## config.mk

```make
export PLATFORM = sky130hd
export DESIGN_NAME = grn_node_lut
export DESIGN_NICKNAME = d
export VERILOG_FILES = /design/src/rtl/grn_node_lut_pkg.sv /design/src/rtl/grn_node_lut_copy.sv /design/src/rtl/grn_node_lut.sv
export SDC_FILE = /design/constraint.sdc
export NUM_CORES = 1
export LEC_CHECK = 0
export ABC_AREA = 1
export CELL_PAD_IN_SITES_DETAIL_PLACEMENT = 0
export CELL_PAD_IN_SITES_GLOBAL_PLACEMENT = 1
export CORE_UTILIZATION = 37
export DETAILED_ROUTE_END_ITERATION = 8
export GPL_ROUTABILITY_DRIVEN = 0
export PLACE_DENSITY_LB_ADDON = 0.1
export SYNTH_ARGS = -nofsm -noshare
export SYNTH_HDL_FRONTEND = slang
export SYNTH_SLANG_ARGS = --single-unit
```

## constraint.sdc

```tcl
create_clock -name clk -period 1.6 [get_ports clk]
set_input_delay 0.16 -clock clk [delete_from_list [all_inputs] [get_ports clk]]
set_output_delay 0.16 -clock clk [all_outputs]
set_load 0.03 [all_outputs]
```

## src/rtl/grn_node_lut_pkg.sv

```systemverilog
// Shared constants and helpers for the gene-regulatory-network node LUT.
// Holds the default parameter values and the saturating counter increment.
package grn_node_lut_pkg;

  localparam int GRN_K_DEF        = 4;
  localparam int GRN_NCOPY_DEF    = 2;
  localparam int GRN_CW_DEF       = 8;
  localparam int GRN_STABLE_N_DEF = 4;

  // Increment v, clamped at max; callers resize to their own counter width.
  function automatic logic [31:0] sat_inc(input logic [31:0] v, input logic [31:0] max);
    if (v >= max) begin
      return max;
    end
    return v + 32'd1;
  endfunction

endpackage

```

## src/rtl/grn_node_lut_copy.sv

```systemverilog
// One independent state copy of the node: state bit, skip alternation,
// saturating change counter and the unchanged-run tracker behind stable.
module grn_node_lut_copy
  import grn_node_lut_pkg::*;
#(
  parameter int   CW       = GRN_CW_DEF,
  parameter int   STABLE_N = GRN_STABLE_N_DEF,
  parameter logic SKIP     = 1'b0
) (
  input  logic          clk,
  input  logic          rst,
  input  logic          reset_nos,
  input  logic          init_state,
  input  logic          start,
  input  logic          next_val,
  output logic          s,
  output logic [CW-1:0] chg_cnt,
  output logic          stable
);

  localparam logic [31:0] CNT_MAX = (CW >= 32) ? 32'hFFFF_FFFF : ((32'd1 << CW) - 32'd1);

  logic          s_reg;
  logic          pass_reg;
  logic [CW-1:0] chg_cnt_reg;
  logic [CW-1:0] run_reg;
  logic          stable_reg;

  logic [CW-1:0] chg_cnt_next;
  logic [CW-1:0] run_next;

  always_comb begin
    chg_cnt_next = CW'(sat_inc(32'(chg_cnt_reg), CNT_MAX));
    run_next     = CW'(sat_inc(32'(run_reg), 32'(STABLE_N)));
  end

  always_ff @(posedge clk) begin
    if (rst) begin
      s_reg       <= 1'b0;
      pass_reg    <= 1'b0;
      chg_cnt_reg <= '0;
      run_reg     <= '0;
      stable_reg  <= 1'b0;
    end else if (reset_nos) begin
      s_reg       <= init_state;
      pass_reg    <= 1'b1;
      chg_cnt_reg <= '0;
      run_reg     <= '0;
      stable_reg  <= 1'b0;
    end else if (start) begin
      if (SKIP && !pass_reg) begin
        // Skipped strobe only arms the next one.
        pass_reg <= 1'b1;
      end else begin
        if (SKIP) begin
          pass_reg <= 1'b0;
        end
        if (next_val != s_reg) begin
          s_reg       <= next_val;
          chg_cnt_reg <= chg_cnt_next;
          run_reg     <= '0;
          stable_reg  <= 1'b0;
        end else begin
          run_reg    <= run_next;
          stable_reg <= (run_next == CW'(STABLE_N));
        end
      end
    end
  end

  assign s       = s_reg;
  assign chg_cnt = chg_cnt_reg;
  assign stable  = stable_reg;

endmodule

```

## src/rtl/grn_node_lut.sv

```systemverilog
// Boolean network node: one shared truth table evaluated by NCOPY
// independent state copies, each with its own regulator inputs and strobe.
module grn_node_lut
  import grn_node_lut_pkg::*;
#(
  parameter int               K         = GRN_K_DEF,
  parameter int               NCOPY     = GRN_NCOPY_DEF,
  parameter int               CW        = GRN_CW_DEF,
  parameter int               STABLE_N  = GRN_STABLE_N_DEF,
  parameter logic [NCOPY-1:0] SKIP_MASK = NCOPY'(1)
) (
  input  logic                  clk,
  input  logic                  rst,
  input  logic                  reset_nos,
  input  logic [NCOPY-1:0]      init_state,
  input  logic [NCOPY-1:0]      start_s,
  input  logic [NCOPY*K-1:0]    in_s,
  input  logic                  cfg_we,
  input  logic [(2**K)-1:0]     cfg_lut,
  output logic [NCOPY-1:0]      s,
  output logic [NCOPY*CW-1:0]   chg_cnt,
  output logic [NCOPY-1:0]      stable
);

  logic [(2**K)-1:0] lut_reg;
  logic [NCOPY-1:0]  next_val;

  // Table write is independent of the update priority; copies see the old
  // table in the cycle it is written.
  always_ff @(posedge clk) begin
    if (rst) begin
      lut_reg <= '0;
    end else if (cfg_we) begin
      lut_reg <= cfg_lut;
    end
  end

  generate
    for (genvar gi = 0; gi < NCOPY; gi++) begin : g_copy
      assign next_val[gi] = lut_reg[in_s[gi*K +: K]];

      grn_node_lut_copy #(
        .CW       (CW),
        .STABLE_N (STABLE_N),
        .SKIP     (SKIP_MASK[gi])
      ) u_copy (
        .clk        (clk),
        .rst        (rst),
        .reset_nos  (reset_nos),
        .init_state (init_state[gi]),
        .start      (start_s[gi]),
        .next_val   (next_val[gi]),
        .s          (s[gi]),
        .chg_cnt    (chg_cnt[gi*CW +: CW]),
        .stable     (stable[gi])
      );
    end
  endgenerate

endmodule

```

=== Word level (Yosys, flattened, before mapping) ===
Index checks and enable logic that the tools add are counted.

* Register bits: 53
* Bits in latches: 0
* RAM bits: 0
* ROM bits: 0
* Bits of input ports: 32
* Output and inout bits: 20
* Memories: 0

* Add/subtract/negate cells: 4
* Multipliers: 0
* Divide/modulo/power cells: 0
* Magnitude comparators: 6
* Eq/ne operators: 4
* Shift-type cells: 0
* Multiplexer cells: 30
* Bitwise gates (word level): 0
* Reductions and logical operators: 11

{| class="wikitable"
|+ Operators by type and width
! cell !! number
|-
| $mux 8 || 10
|-
| $add 8x1->8 const B || 4
|-
| $mux 1 || 18
|-
| $eq 8x3->1 const B || 2
|-
| $ge 8x3->1 const B || 2
|-
| $ge 8x8->1 const B || 2
|-
| $lt 4x5->1 const B || 2
|-
| $reduce_bool 2->1 || 5
|-
| $bmux 1 s4 || 2
|-
| $reduce_and 2->1 || 3
|-
| $reduce_and 3->1 || 2
|-
| $ne 1x1->1 || 2
|-
| $reduce_or 2->1 || 1
|}

=== Longest topological paths before layout ===
* Depth after elaboration: 7
* Depth in mapped cells: 12
* Gate-level depth less buffers: 11

=== Cells and area by module ===
Synthesis repeated with hierarchy kept, for this count alone.

* Cells, all modules: 400
* Area, all modules: 2820.2 µm²

{| class="wikitable"
|+ Modules (own cells, without submodules)
! module !! times used !! cells an instance !! area each (µm²) !! sequential area each (µm²)
|-
| grn_node_lut || 1 || 142 || 1016.0 || 320.3
|-
| grn_node_lut_copy at g_copy[0].u_copy || 1 || 133 || 929.6 || 380.4
|-
| grn_node_lut_copy at g_copy[1].u_copy || 1 || 125 || 874.6 || 360.3
|}

=== Worst setup path after synthesis ===
Ideal clock, no wire load.

* Path type: reg2reg
* Start: reg g_copy[0].u_copy.chg_cnt_reg[0]
* End: reg g_copy[0].u_copy.chg_cnt_reg[7]
* Setup time: 0.071 ns
* Arrival time: 1.601 ns
* Required time: 1.529 ns
* Slack: -0.072 ns
* Cell stages (with the launch flop): 8
* Buffers on the path: 0
* Clock period less this slack: 1.672 ns
* Cells stage by stage: dfxtp_1 > ha_1 > nand3_1 > nor2_1 > nand3_1 > nand3_1 > nand3_1 > a21oi_1

* Cells in the longest elaborated chain, start to end: 3
* Elaborated cells between the ends (all ways): 4

{| class="wikitable"
|+ Ends and longest elaborated chain
! what !! line !! text
|-
| from (decl) || grn_node_lut_copy.sv:25 || <nowiki>logic [CW-1:0] chg_cnt_reg;</nowiki>
|-
| from (signal assigned) || grn_node_lut_copy.sv:60 || <nowiki>chg_cnt_reg <= chg_cnt_next;</nowiki>
|-
| $ge 8x8->1 || grn_node_lut_pkg.sv:12 || <nowiki>if (v >= max) begin</nowiki>
|-
| $mux 1 || grn_node_lut_pkg.sv:12 ||
|-
| $mux 8 * || grn_node_lut_pkg.sv:15 || <nowiki>return v + 32'd1;</nowiki>
|}

Every way passes the cells marked *; elsewhere a longest branch is shown, timed or not.
A chain may end at the register's enable or synchronous reset.

=== Final worst setup path ===
* Start: reg g_copy[0].u_copy.stable_reg
* End: out stable[0]

{| class="wikitable"
|+ RTL lines
! what !! line !! text
|-
| from (decl) || grn_node_lut_copy.sv:27 || <nowiki>logic stable_reg;</nowiki>
|-
| from (signal assigned) || grn_node_lut_copy.sv:65 || <nowiki>stable_reg <= (run_next == CW'(STABLE_N));</nowiki>
|-
| to (decl) || grn_node_lut.sv:22 || <nowiki>output logic [NCOPY-1:0] stable</nowiki>
|}

No word-level cell between the ends.

==> results.md <==
| Group | Quantity | This run |
|:---|:---|:---|
| run status | Run status | complete, no violations |
| floorplanning | Area of the placeable core | 7330 µm² |
| pwr | Power density over the cells | 696 nW/µm² |
| cells and area | Highest-count cells in the layout ignoring fill and taps | 87 x nand2_1, 58 x inv_1, 57 x nand3_1 |
| worst setup path | Critical path data arrival time | 1.32 ns |
| clock tree | Num Clock Sinks | 53 |
| worst hold path | Class of the most critical hold timing path | flip-flop to flip-flop |
| global route | First-pass GRT wire length | 11200 µm |
| synth | Mapped Nets | 455 |
| pwr | Internal power summed over all cells | 1880 µW |
| global route | Met3 routing resource usage after global routing | 3.23% |
| cells and area | Total inserted antenna cells | 0 |
| placed design | Port Buffer Count | 51 |
| routing | Via-to-Cell Ratio | 4.73 |
| clock tree | Number of levels the H-tree was split into | 2 |
| floorplanning | Boundary pin count | 52 |
| pwr | Total Power | 2630 µW |
| worst setup path | Largest delay share family, worst path | buffers and inverters |
| floorplanning | Area of the die | 7990 µm² |
| synth | Yosys warns | 0 |
| sta | Fraction of the cycle the final worst path needs | 92.6% |
| cells and area | Count of fill cells added during filler insertion | 715 |
| pwr | Net switching share of the total power | 28.3% |
| routing | Number of design rule violations left after detail routing | 0 |
| worst setup path | Worst-path cell with the longest stage delay | clkdlybuf4s50_1 |
| synth | Number of enable-type register cells in the synthesized netlist | 0 |
| worst setup path | Worst path depth | 1 |
| sta | Slew at the pin with the worst max-slew slack | 0.322 ns |
| pwr | LEAKAGE | 0.00181 µW |
| routing | First-pass DRT Iterations | 4 |
| worst setup path | Combined buffer and inverter count along the critical path | 1 |
| global route | GRT Max-Usage Layer | met2 |
| synth | Total of flip-flops plus latches after synthesis | 53 |
| floorplanning | FP Rows | 31 |
| worst setup path | Crit path kind | flip-flop to output pin |
| sta | Time the worst path needs with I/O delays and setup | 1.48 ns |
| worst setup path | Largest incremental delay on the critical path | 0.67 ns |
| cells and area | Final core area utilization | 51.5% |
| synth | Avg Inst Size Synth | 6.78 µm² |
| routing | Via count of the routed design | 2805 |
| synth | Summed instance area of the synthesized netlist | 2830 µm² |
| worst hold path | Hold_sp | g_copy[1].u_copy.run_reg[5] |
| floorplanning | Die span in x | 89.4 µm |
| sta | Max-slew violation total from the final report | 0 |
| sta | Setup Skew | 0.00338 ns |
| global route | Met1 capacity usage during global routing | 25.5% |
| cells and area | Synth-to-Final Area Change | 33.6% |
| clock tree | Worst skew pair latency | 0.30 ns |
| worst setup path | Endpoint required time on the critical path | 1.44 ns |
| clock tree | Clock slew at reported path FFs | 0.09 ns |
| clock tree | TritonCTS Buffers | 5 |
| floorplanning | Floorplan die height | 89.4 µm |
| sta | Final sum of negative setup slack | 0 ns |
| floorplanning | Initial Util | 38.6% |
| cells and area | Leading cell type in the layout, fill and taps excluded | nand2_1 |
| pwr | Net load switching power | 745 µW |
| sta | Setup repair after global routing missed its margin | false |
| global route | Number of global-route vias before repair | 2477 |
| cells and area | Area of the multi-input gates | 1470 µm² |
| pwr | Proportion of power drawn by combinational gates | 19.3% |
| placed design | Placed wire-length estimate after detailed placement | 5060 µm |
| routing | Number of design-rule violations left by the first detailed-router iteration | 102 |
| pwr | Share of power burned in the clock network | 28.5% |
| global route | Global router's overall resource usage | 18.0% |
| worst hold path | Worst hold path cell count | 2 |
| worst setup path | Number of cells on the worst reg-to-reg path | 8 |
| sta | Fmax | 0.675 GHz |
| worst setup path | Startpoint type of the worst setup path | flip-flop |
| pwr | Worst IR Drop VDD | 0.394 mV |
| pwr | Flop pwr share | 52.3% |
| worst setup path | Biggest fanout along the worst timing path | 2 |
| global route | Overall overflow remaining after global route | 0 |
| clock tree | Max Buffers Root-to-Sink | 2 |
| synth | Most used flip-flop cell after synthesis | dfxtp_1 |
| worst setup path | Critical path launch point | g_copy[0].u_copy.stable |
| global route | Number of antenna violations at the first check in global routing | 0 |
| clock tree | Setup Fix Bufs, Post-CTS | 0 |
| clock tree | Number of buffers added to fix hold violations after cts | 0 |
| sta | Total setup violations reported at the end of the flow | 0 |
| clock tree | Cell at the root of the clock tree | clkbuf_8 |
| cells and area | Layout net count | 531 |
| job | Max-cap viol count | 0 |
| routing | Mean routed wirelength per cell | 11.5 µm |
| synth | Post-synthesis async set-or-reset flop share | 0% |
| worst setup path | Critical path endpoint category | output pin |
| global route | Met2 track utilization from global routing | 28.5% |
| clock tree | Clock tree from TritonCTS | done |
| synth | Number of library cell types mapped by synthesis | 27 |
| worst setup path | Origin of the critical flop-to-flop path | g_copy[1].u_copy.chg_cnt[0] |
| sta | Total count of hold-check failures in the final report | 0 |
| routing | Antenna-violating nets left | 0 |
| cells and area | Proportion of layout cells with a drive suffix above 1 | 14.8% |
| synth | Sequential area share after synthesis | 37.5% |
| cells and area | Combined flip-flop and latch cell area | 1070 µm² |
| sta | Worst slew margin relative to its limit | 78.5% |
| global route | Pin count of the biggest net entering global routing | 30 |
| worst setup path | List of cells traversed by the critical path | clkdlybuf4s50_1 |
| synth | Instance count of the mapped netlist | 417 |
| routing | Sum of routed wire length over all layers | 6850 µm |
==> through the flow <==
step,setup WS (ns),std cells,area [µm²],hold slack [ns]
2_1_floorplan,0.0607,417,2830,0.229
3_3_place_gp,-0.221,584,3640,0.426
3_5_place_dp,-0.245,584,3640,0.428
4_1_cts,0.00126,592,3710,0.444
5_1_grt,0.0108,593,3780,0.459
6_report,0.119,593,3780,0.441
==> logic make-up after synthesis <==
group,share of synthesized area (%)
simple gates,35.6
buf+inv,11.8
compound gates,11.8
flops,37.5
fa+ha+maj,2.66
xor+xnor,0.620
==> repair_timing <==
item / in CTS / in global routing
endpoints found under the setup margin: 9 / 29
resized for setup: 9 / 18
gates cloned: 0 / 1
pin swaps: 0 / 1
==> tightest hold or removal path: cells and delay by family (launching register included) <==
kind | cells | cell delay (ns)
and+or+nand+nor | 1 | 0.04
DFF | 1 | 0.31
buffers and inverters | 1 | 0.06
==> final timing paths <==
kind,end,slack [ns]
worst max-delay path,stable[0],0.12
worst min-delay path,g_copy[1].u_copy.run_reg[5],0.44
worst max register to register,g_copy[1].u_copy.chg_cnt[1],0.14
worst min register to register,g_copy[1].u_copy.run_reg[5],0.44
==> final cells by class <==
class	count	area share (%)
multi-input cells	288	39.0
flip-flops and latches	53	28.2
repair buffers	84	21.2
inverters	61	6.19
well taps	99	3.28
clock buffers	6	1.92
clock inverters	2	0.265
==> cells in the mapped netlist, types with 2 or more instances <==
cell / instances / share of area [%]
buf_6: 3 / 1.2
nand2_1: 88 / 12
nand2_4: 2 / 0.80
nand4_1: 8 / 1.8
o21ai_0: 24 / 4.2
buf_4: 4 / 1.1
inv_4: 2 / 0.44
a21oi_1: 38 / 6.7
nand2_2: 4 / 0.89
inv_1: 58 / 7.7
nor2_1: 32 / 4.2
ha_1: 6 / 2.7
nand3_1: 60 / 11
clkbuf_1: 7 / 0.93
or2_2: 5 / 1.1
nor3_1: 5 / 0.89
xnor2_1: 2 / 0.62
dfxtp_1: 53 / 38
nand3_2: 7 / 2.5
buf_2: 2 / 0.35
==> power by group through the flow <==
stage	Combinational (µW)	Clock, µW	Sequential (µW)
2_1_floorplan	281	0	1410
6_report	506	748	1370
4_1_cts	491	781	1370
3_3_place_gp	490	0	1400
5_1_grt	568	827	1380
3_5_place_dp	489	0	1410
==> layer usage <==
| metal | up-vias | share of wire [%] |
|---|---|---|
| li1 | 1500 | - |
| met1 | 1249 | 51 |
| met2 | 50 | 45 |
| met3 | 6 | 3.8 |
| met4 | 0 | 0.76 |
| met5 | - | 0 |
No activity file was read; power rests on OpenSTA's default activity.
